`config.mk`:
```
export PLATFORM = sky130hd
export DESIGN_NAME = bnn_infer_ctrl
export DESIGN_NICKNAME = d
export VERILOG_FILES = /design/src/rtl/bnn_infer_ctrl_pkg.sv /design/src/rtl/bnn_infer_ctrl.sv
export SDC_FILE = /design/constraint.sdc
export NUM_CORES = 1
export LEC_CHECK = 0
export ABC_AREA = 1
export ABC_CLOCK_PERIOD_IN_PS = 2500
export CAP_MARGIN = 20
export CORE_UTILIZATION = 54
export DETAILED_ROUTE_END_ITERATION = 8
export GPL_TIMING_DRIVEN = 0
export PLACE_DENSITY_LB_ADDON = 0.3
export RECOVER_POWER = 100
export SYNTH_ARGS = -nofsm -noshare
export SYNTH_HDL_FRONTEND = slang
export SYNTH_SLANG_ARGS = --single-unit
```
`constraint.sdc`:
```
create_clock -name clk_i -period 2.5 [get_ports clk_i]
set_input_delay 0.5 -clock clk_i [delete_from_list [all_inputs] [get_ports clk_i]]
set_output_delay 0.5 -clock clk_i [all_outputs]
set_load 0.03 [all_outputs]
```
`src/rtl/bnn_infer_ctrl_pkg.sv`:
```
// Purpose: shared state encoding, default sizes and small decode helpers for the BNN inference sequencer.
// Latency: n/a, types and constants only.
// Backpressure: n/a.
package bnn_infer_ctrl_pkg;

    localparam int INPUT_NUM_DEF  = 784;
    localparam int NEURON_NUM_DEF = 10;
    localparam int ADDR_W_DEF     = 10;
    localparam int NEU_W_DEF      = 4;

    // Nine phases, so the encoding needs four bits.
    typedef enum logic [3:0] {
        ST_IDLE  = 4'd0,
        ST_REQ   = 4'd1,
        ST_ACK   = 4'd2,
        ST_LOAD  = 4'd3,
        ST_SND   = 4'd4,
        ST_RUN   = 4'd5,
        ST_WAITN = 4'd6,
        ST_REL   = 4'd7,
        ST_DONE  = 4'd8
    } state_e;

    // The image register is asked to hold its image from SND until REL.
    function automatic logic holds_image(input state_e s);
        return (s == ST_SND) || (s == ST_RUN) || (s == ST_WAITN);
    endfunction

    // A neuron index is presented from its start pulse until its done.
    function automatic logic neuron_active(input state_e s);
        return (s == ST_RUN) || (s == ST_WAITN);
    endfunction

endpackage

```
`src/rtl/bnn_infer_ctrl.sv`:
```
// Purpose: sequences one BNN inference: image-register load handshake, pixel streaming, per-neuron evaluation, result collection.
// Latency: start to done = 5 + INPUT_NUM + NEURON_NUM*(1+neuron latency) cycles plus any REQ/SND/REL handshake wait cycles.
// Backpressure: waits in REQ for img_rcv_req_i, in SND/REL for img_snd_ack_i, in WAITN for neu_done_i; start_i is ignored while busy.
//
// Ports:
//   clk_i, xrst_i          clock, synchronous active-high reset
//   start_i / busy_o       begin an inference (sampled in IDLE) / not idle
//   done_o, result_o       1-cycle completion pulse, neuron result bits (bit i = neuron i)
//   img_rcv_req_i/ack_o    image register ready to receive / start of image load
//   img_snd_req_o/ack_i    ask image register to hold its image / image held
//   pix_rd_o, pix_addr_o   pixel RAM read (data returns one cycle later)
//   neu_start_o, neu_idx_o neuron evaluation pulse and index
//   neu_done_i, neu_out_i  neuron finished and its result bit
module bnn_infer_ctrl
    import bnn_infer_ctrl_pkg::*;
#(
    parameter int INPUT_NUM  = INPUT_NUM_DEF,
    parameter int NEURON_NUM = NEURON_NUM_DEF,
    parameter int ADDR_W     = ADDR_W_DEF,
    parameter int NEU_W      = NEU_W_DEF
) (
    input  logic                  clk_i,
    input  logic                  xrst_i,
    input  logic                  start_i,
    output logic                  busy_o,
    output logic                  done_o,
    output logic [NEURON_NUM-1:0] result_o,
    input  logic                  img_rcv_req_i,
    output logic                  img_rcv_ack_o,
    output logic                  img_snd_req_o,
    input  logic                  img_snd_ack_i,
    output logic                  pix_rd_o,
    output logic [ADDR_W-1:0]     pix_addr_o,
    output logic                  neu_start_o,
    output logic [NEU_W-1:0]      neu_idx_o,
    input  logic                  neu_done_i,
    input  logic                  neu_out_i
);

    localparam logic [ADDR_W-1:0] K_LAST  = ADDR_W'(INPUT_NUM - 1);
    localparam logic [ADDR_W-1:0] K_ONE   = ADDR_W'(1);
    localparam logic [NEU_W-1:0]  N_LAST  = NEU_W'(NEURON_NUM - 1);
    localparam logic [NEU_W-1:0]  N_ONE   = NEU_W'(1);

    state_e                  state_q, state_d;
    logic [ADDR_W-1:0]       k_q, k_d;
    logic [NEU_W-1:0]        n_q, n_d;
    logic [NEURON_NUM-1:0]   result_q, result_d;

    logic                    busy_q, busy_d;
    logic                    done_q, done_d;
    logic                    rcv_ack_q, rcv_ack_d;
    logic                    snd_req_q, snd_req_d;
    logic                    pix_rd_q, pix_rd_d;
    logic [ADDR_W-1:0]       pix_addr_q, pix_addr_d;
    logic                    neu_start_q, neu_start_d;
    logic [NEU_W-1:0]        neu_idx_q, neu_idx_d;

    // Next-state, counters and result capture.
    always_comb begin
        state_d  = state_q;
        k_d      = k_q;
        n_d      = n_q;
        result_d = result_q;
        case (state_q)
            ST_IDLE: begin
                if (start_i) begin
                    state_d  = ST_REQ;
                    result_d = '0;
                end
            end
            ST_REQ: begin
                if (img_rcv_req_i) begin
                    state_d = ST_ACK;
                end
            end
            ST_ACK: begin
                state_d = ST_LOAD;
                k_d     = '0;
            end
            ST_LOAD: begin
                if (k_q == K_LAST) begin
                    state_d = ST_SND;
                    k_d     = '0;
                end else begin
                    k_d = k_q + K_ONE;
                end
            end
            ST_SND: begin
                if (img_snd_ack_i) begin
                    state_d = ST_RUN;
                    n_d     = '0;
                end
            end
            ST_RUN: begin
                // neu_done_i in the start cycle belongs to nothing we asked for.
                state_d = ST_WAITN;
            end
            ST_WAITN: begin
                if (neu_done_i) begin
                    result_d[n_q] = neu_out_i;
                    if (n_q == N_LAST) begin
                        state_d = ST_REL;
                    end else begin
                        n_d     = n_q + N_ONE;
                        state_d = ST_RUN;
                    end
                end
            end
            ST_REL: begin
                if (!img_snd_ack_i) begin
                    state_d = ST_DONE;
                end
            end
            ST_DONE: begin
                state_d = ST_IDLE;
            end
            default: begin
                state_d = ST_IDLE;
            end
        endcase
    end

    // Outputs are decoded from the next state so that the registered copy
    // lines up with the state it belongs to.
    always_comb begin
        busy_d      = (state_d != ST_IDLE);
        done_d      = (state_d == ST_DONE);
        rcv_ack_d   = (state_d == ST_ACK);
        snd_req_d   = holds_image(state_d);
        neu_start_d = (state_d == ST_RUN);
        neu_idx_d   = neuron_active(state_d) ? n_d : '0;
        pix_rd_d    = 1'b0;
        pix_addr_d  = '0;
        if (state_d == ST_ACK) begin
            pix_rd_d = 1'b1;
        end else if ((state_d == ST_LOAD) && (k_d != K_LAST)) begin
            // Prefetch pixel k+1 so it lands in LOAD cycle k+1.
            pix_rd_d   = 1'b1;
            pix_addr_d = k_d + K_ONE;
        end
    end

    always_ff @(posedge clk_i) begin
        if (xrst_i) begin
            state_q     <= ST_IDLE;
            k_q         <= '0;
            n_q         <= '0;
            result_q    <= '0;
            busy_q      <= 1'b0;
            done_q      <= 1'b0;
            rcv_ack_q   <= 1'b0;
            snd_req_q   <= 1'b0;
            pix_rd_q    <= 1'b0;
            pix_addr_q  <= '0;
            neu_start_q <= 1'b0;
            neu_idx_q   <= '0;
        end else begin
            state_q     <= state_d;
            k_q         <= k_d;
            n_q         <= n_d;
            result_q    <= result_d;
            busy_q      <= busy_d;
            done_q      <= done_d;
            rcv_ack_q   <= rcv_ack_d;
            snd_req_q   <= snd_req_d;
            pix_rd_q    <= pix_rd_d;
            pix_addr_q  <= pix_addr_d;
            neu_start_q <= neu_start_d;
            neu_idx_q   <= neu_idx_d;
        end
    end

    assign busy_o        = busy_q;
    assign done_o        = done_q;
    assign result_o      = result_q;
    assign img_rcv_ack_o = rcv_ack_q;
    assign img_snd_req_o = snd_req_q;
    assign pix_rd_o      = pix_rd_q;
    assign pix_addr_o    = pix_addr_q;
    assign neu_start_o   = neu_start_q;
    assign neu_idx_o     = neu_idx_q;

endmodule
```
== Yosys cells after proc, flatten, opt, wreduce, memory -nomap -nowiden ==
Index checks and enable logic that the tools add are counted.
Cells by class
  $add $sub $neg: 3
  $lt $le $gt $ge: 2
  equality and inequality tests: 18
  mux-type cells: 22
  bitwise operators: 2
  reductions and logical operators: 11
Operators by type and width (count)
  10-bit one-hot mux with 2 select lines: 2
  4-bit 2-to-1 mux: 9
  4-bit one-hot mux with 8 select lines: 1
  10-bit 2-to-1 mux: 3
  4-bit by 3-bit equality test with 1-bit output, second input constant: 7
  10-bit by 1-bit adder with 10-bit output, second input constant: 2
  4-bit by 2-bit equality test with 1-bit output, second input constant: 4
  10-bit bitwise mux: 1
  10-bit equality test, second input constant: 1
  10-bit inequality test, second input constant: 1
  4-bit equality test, second input constant: 2
  4-bit one-hot mux with 2 select lines: 1
  4-bit by 5-bit < comparator with 1-bit output, second input constant: 1
  4-bit by 1-bit adder with 4-bit output, second input constant: 1
  1-bit demux with 4-bit select: 1
  4-bit by 1-bit equality test with 1-bit output, second input constant: 1
  4-bit by 1-bit greater-or-equal comparator with 1-bit output, second input constant: 1
  4-bit logical NOT: 1
  2-bit inequality test, second input constant: 2
  4-bit nonzero test: 1
  1-bit logical OR: 3
  1-bit 2-to-1 mux: 3
  3-bit AND reduction: 1
  3-bit OR reduction: 1
  other kinds (5): 7
Storage, ports and cells
  register bits after elaboration: 48
  bits of input ports: 7
  output and inout port bits: 30
  word-level logic and storage cells: 70

== Longest topological paths before layout ==
  depth after elaboration: 8
  gate-level depth with buffers: 17
  mapped depth without buffers: 16

== Worst setup path before layout ==
OpenSTA, ideal clock, no wires.
  path type: reg2reg
  from: register k_q[0]
  to: register pix_addr_q[9] (netlist: pix_addr_o[9])
  setup time: 0.066 ns
  arrival: 2.081 ns
  data required time: 2.434 ns
  setup slack: 0.353 ns
  stages on the path, launching flop included: 18
  path buffers: 1
  clock period less this slack: 2.147 ns
  path through: dfxtp_1 -> ha_1 -> nand3_2 -> inv_2 -> nand3_4 -> nand2_1 -> nand2_1 -> nand2_1 -> inv_1 -> ha_1 -> inv_1 -> nor2_4 -> nand2_2 -> nor2_4 -> nand3_2 -> nand2_2 -> buf_6 -> a21oi_2
On the way
  cells in the longest elaborated chain, start to end: 7
  elaborated cells on any way between the ends: 13
  classes of those cells: add/sub: 2; eq/ne: 4; mux: 4; bitwise: 1; reduce/logical: 2
Ends and longest elaborated chain
  start, declared: RTL line bnn_infer_ctrl.sv:46  | logic [ADDR_W-1:0] k_q, k_d;
  start signal, assigned: RTL line bnn_infer_ctrl.sv:160  | k_q <= k_d;
  10-bit by 1-bit adder with 10-bit output / 10-bit equality test (equally long branches): RTL line bnn_infer_ctrl.sv:86, bnn_infer_ctrl.sv:82
  10-bit 2-to-1 mux: RTL line bnn_infer_ctrl.sv:82  | if (k_q == K_LAST) begin
  10-bit one-hot mux with 2 select lines (*): RTL line bnn_infer_ctrl.sv:65  | case (state_q)
  net k_d[0]: RTL line bnn_infer_ctrl.sv:46
  branches (longest 4 deep; another with 10-bit by 1-bit adder with 10-bit output)
  end signal, assigned: RTL line bnn_infer_ctrl.sv:168  | pix_addr_q <= pix_addr_d;
  end, declared: RTL line bnn_infer_ctrl.sv:55  | logic [ADDR_W-1:0] pix_addr_q, pix_addr_d;
Mark *: on every way through the listed nets, which the timed path passes.
A chain may end at the register's enable or synchronous reset.

== Worst setup path after layout ==
Ends and elaborated chain as after synthesis.

==> key figures <==
Outcome
  – Run status: finished, final reports clean

Timing
  – RSZ-0062 raised after global routing: no
  – Fmax: about 0.45 GHz
  – # setup viols final: 0
  – Fin crit share: 89.75%
  – Fin crit period: roughly 2.2 ns
  – Max_slew headroom: slightly below 60%
  – Final Max Slew Viols: 0
  – Setup total negative slack: 0 ns
  – Worst Skew: 0.005447 ns
  – Fin. Hold Viols: 0
  – Slew @ Worst Pin: approximately 0.63 ns

Yosys
  – Synth Area in Compound Gates: 11.76%
  – Synth Area in Simple Gates: 37.15%
  – Largest family of logic cells by synthesized area: simple AND/OR/NAND/NOR gates
  – Synth Area per Inst: about 6.9 sq um
  – Synthesized area: 0.002522 sq mm
  – Post-synthesis cell count: 365
  – Net Count, Synth: 378
  – Register area share after synthesis: a little under two fifths
  – Post-synthesis mux area share: 0%
  – Adder-cell share of the synthesized area: just under 3%
  – Yosys warning count: 0
  – Netlist cell types: 40
  – XOR/XNOR Fraction of Synth Area: less than 1%
  – Flops & latches, synth: 48

Hold path
  – Hold Crit Class: flop to flop
  – Hold EP: result_o[6]$_SDFFE_PP0P_
  – Hold Crit Start: result_o[6]$_SDFFE_PP0P_
  – Min-Delay Path Depth: 2

Worst setup path
  – Reg-to-Reg End: pix_addr_o[9]$_SDFF_PP0_
  – WS Path Type: flop to flop
  – CP max FO: 10
  – R2R depth: 17
  – CP arrival: 2.48 ns
  – R2r setup slk: 0.26 ns
  – Startpoint types: flop
  – Reg-to-Reg Start: k_q[0]$_SDFF_PP0_
  – Required time worst endpoint: 2.74 ns
  – Crit end category: flop

Floorplanning
  – FP Rows: 24
  – Die Height: about 70 um
  – Core area: 0.004414 sq mm
  – Die Span X: 70.35 um
  – I/O pin cnt: 37
  – DIE AREA: 0.004948 sq mm
  – Initial Utilization: 57.14%

Placed design
  – Placer Congestion: 0.8560
  – # port buffers: 35
  – Placed Area: 0.002938 sq mm
  – Dpl hpwl: just over 4 mm
  – Number of placed instances, taps included: 452

Finish
  – Final nets: between 400 and 500
  – Area grow syn2layout: 19.89%
  – Fin area: 0.003024 sq mm
  – Fin cells: 460
  – # fillers: 380
  – ANT cells: 0
  – Final core utilization: 68.51%
  – Share of cells above drive strength 1: 11.03%

Clocking
  – Setup bufs post-CTS: 0
  – Hold buffer count at CTS: 0
  – Clk buf depth: 2
  – Clock transition at path regs: 0.08 ns
  – Clk sinks: 48
  – Total CTS buffers: 5
  – CTS tree: done
  – # H-tree levels: 2
  – Clk Latency, worst-skew pair: 0.30 ns
  – CTS Root Cell: clkbuf_8

Power
  – Power, Total: 0.001462 W
  – Leak pwr: 1.288 nW
  – P per Cell Area: between 400 and 500 mW/mm^2
  – P_int: 0.001111 W
  – Peak supply drop: about 0.41 mV
  – Sw Ratio: 23.99%
  – Combinational share of power: 8.6%
  – P_sw: 0.0003507 W
  – Clock power share: 37.9%
  – Sequential share of power: 53.5%

Drt
  – Vias: 2363
  – DRT antenna net count: 0
  – Drt wl/cell: 11.99 um
  – # DRC: 0
  – Vias per inst: 5.137
  – DRT Wirelength: between 5 and 6 mm
  – 1st-iter DRT viols: 178
  – DRT Pass-1 Iters: 4

Global routing
  – GRT Util Overall: about a quarter
  – First-pass GRT wire length: roughly 9.4 mm
  – Vias in the first global route: 2170
  – Largest net degree at the start of global routing: 15
  – Initial antenna violation count: 0
  – Total grt overflow: 0

Flow run
  – Maximum capacitance violations: 0
cell type report:
cell class	instances	area [sq um]	share of cell area, %
Timing Repair Buffer	35	350.3	11.58
Clock inverter	2	35.03	1.158
Clock buffer	6	72.57	2.400
Multi-Input combinational cell	257	1296	42.86
Inverter	52	201.4	6.661
Tap cell	52	65.06	2.151
Sequential cell	48	965.9	31.94
Buffer	8	37.54	1.241
state kept, by name, indices dropped and copies added, names as in the netlist:
register / cells
result_o: 10
pix_addr_o: 10
neu_idx_o: 4
img_snd_req_o: 1
img_rcv_ack_o: 1
busy_o: 1
pix_rd_o: 1
k_q: 10
n_q: 4
state_q: 4
neu_start_o: 1
done_o: 1
routing by layer:
layer | track usage [%] | wire length, um | vias up
met4 | 9.333 | 73 | 0
met1 | 29.37 | 2474 | 1055
met2 | 40.63 | 2676 | 67
met5 | 0 | 0 | -
li1 | - | - | 1233
met3 | 4.473 | 290 | 8
cells in the final DEF (no fill, tap or decap), types with 6 or more instances in the layout:
cell type      count
nand2_1           95
nor2_1            47
inv_1             46
dfxtp_1           46
dlygate4sd3_1     31
nand3_1           22
a21oi_1           19
o21ai_0           18
nand2_2           10
clkbuf_1           8
nor2_2             6
worst max-delay path: stages, from the launching register on:
cell	delay, ns
dfxtp_4	0.41
ha_4	0.16
nand3_2	0.12
inv_2	0.10
nand3_4	0.12
nand2_2	0.10
nand2_1	0.06
nand2_2	0.09
inv_1	0.07
ha_1	0.21
inv_1	0.11
nor2_4	0.05
nand2_2	0.10
nor2_4	0.04
nand3_2	0.09
nand2_2	0.06
buf_6	0.15
a21oi_1	0.12
Yosys cell counts (all sizes together):
cell type / n / area (sq um)
o22ai: 1 / 6.260
o211ai: 1 / 7.510
dfxtp: 48 / 960.9
a21oi: 21 / 131.4
and2: 1 / 6.260
o21ai: 20 / 107.6
nand2: 106 / 432.9
ha: 6 / 75.07
and3: 2 / 12.51
xor2: 1 / 8.760
nand3: 26 / 157.7
nor2: 56 / 250.2
clkbuf: 5 / 18.77
a211oi: 2 / 20.02
nand4: 5 / 31.28
nand3b: 2 / 18.77
inv: 49 / 183.9
a41oi: 1 / 8.760
clkinv: 3 / 17.51
nor4: 2 / 12.51
buf: 3 / 23.77
nor3: 2 / 15.01
o21bai: 1 / 7.510
a22oi: 1 / 7.510
cell families after synthesis:
kind of cell	count (synthesis)
DFF	48
adders and majority gates	6
buffers and inverters	60
AOI/OAI and AO/OA	48
and+or+nand+nor	202
xor gates and xnor gates	1
per-stage QoR:
step	setup slack, ns	hold WS (ns)
2_1_floorplan	0.3526	0.4974
3_3_place_gp	0.03412	0.4541
3_5_place_dp	0.01164	0.4550
4_1_cts	0.07596	0.4687
5_1_grt	0.02722	0.4908
6_report	0.2562	0.4656
power groups by stage:
stage,registers (W),clock network (W),logic (W)
detailed placement,0.000800,0,0.000130
floorplan,0.000810,0,0.0000767
finish,0.000782,0.000555,0.000126
global route,0.000783,0.000597,0.000139
global placement,0.000800,0,0.000127
CTS,0.000783,0.000558,0.000131
what timing repair did:
item | CTS | global route
gates resized for setup | 1 | 6
pin swaps | 0 | 0
endpoints found under the setup margin | 1 | 11
worst max-delay path by stage:
stage | start | to | cells after the start
finish | k_q[0]$_SDFF_PP0_ | pix_addr_o[9]$_SDFF_PP0_ | 17
global route | k_q[0]$_SDFF_PP0_ | pix_addr_o[9]$_SDFF_PP0_ | 17
CTS | k_q[0]$_SDFF_PP0_ | pix_addr_o[3]$_SDFF_PP0_ | 17
detailed placement | k_q[0]$_SDFF_PP0_ | pix_addr_o[3]$_SDFF_PP0_ | 17
global placement | k_q[0]$_SDFF_PP0_ | pix_addr_o[3]$_SDFF_PP0_ | 17
floorplan | k_q[0]$_SDFF_PP0_ | pix_addr_o[9]$_SDFF_PP0_ | 17
Power figures use the tool's default switching activity.
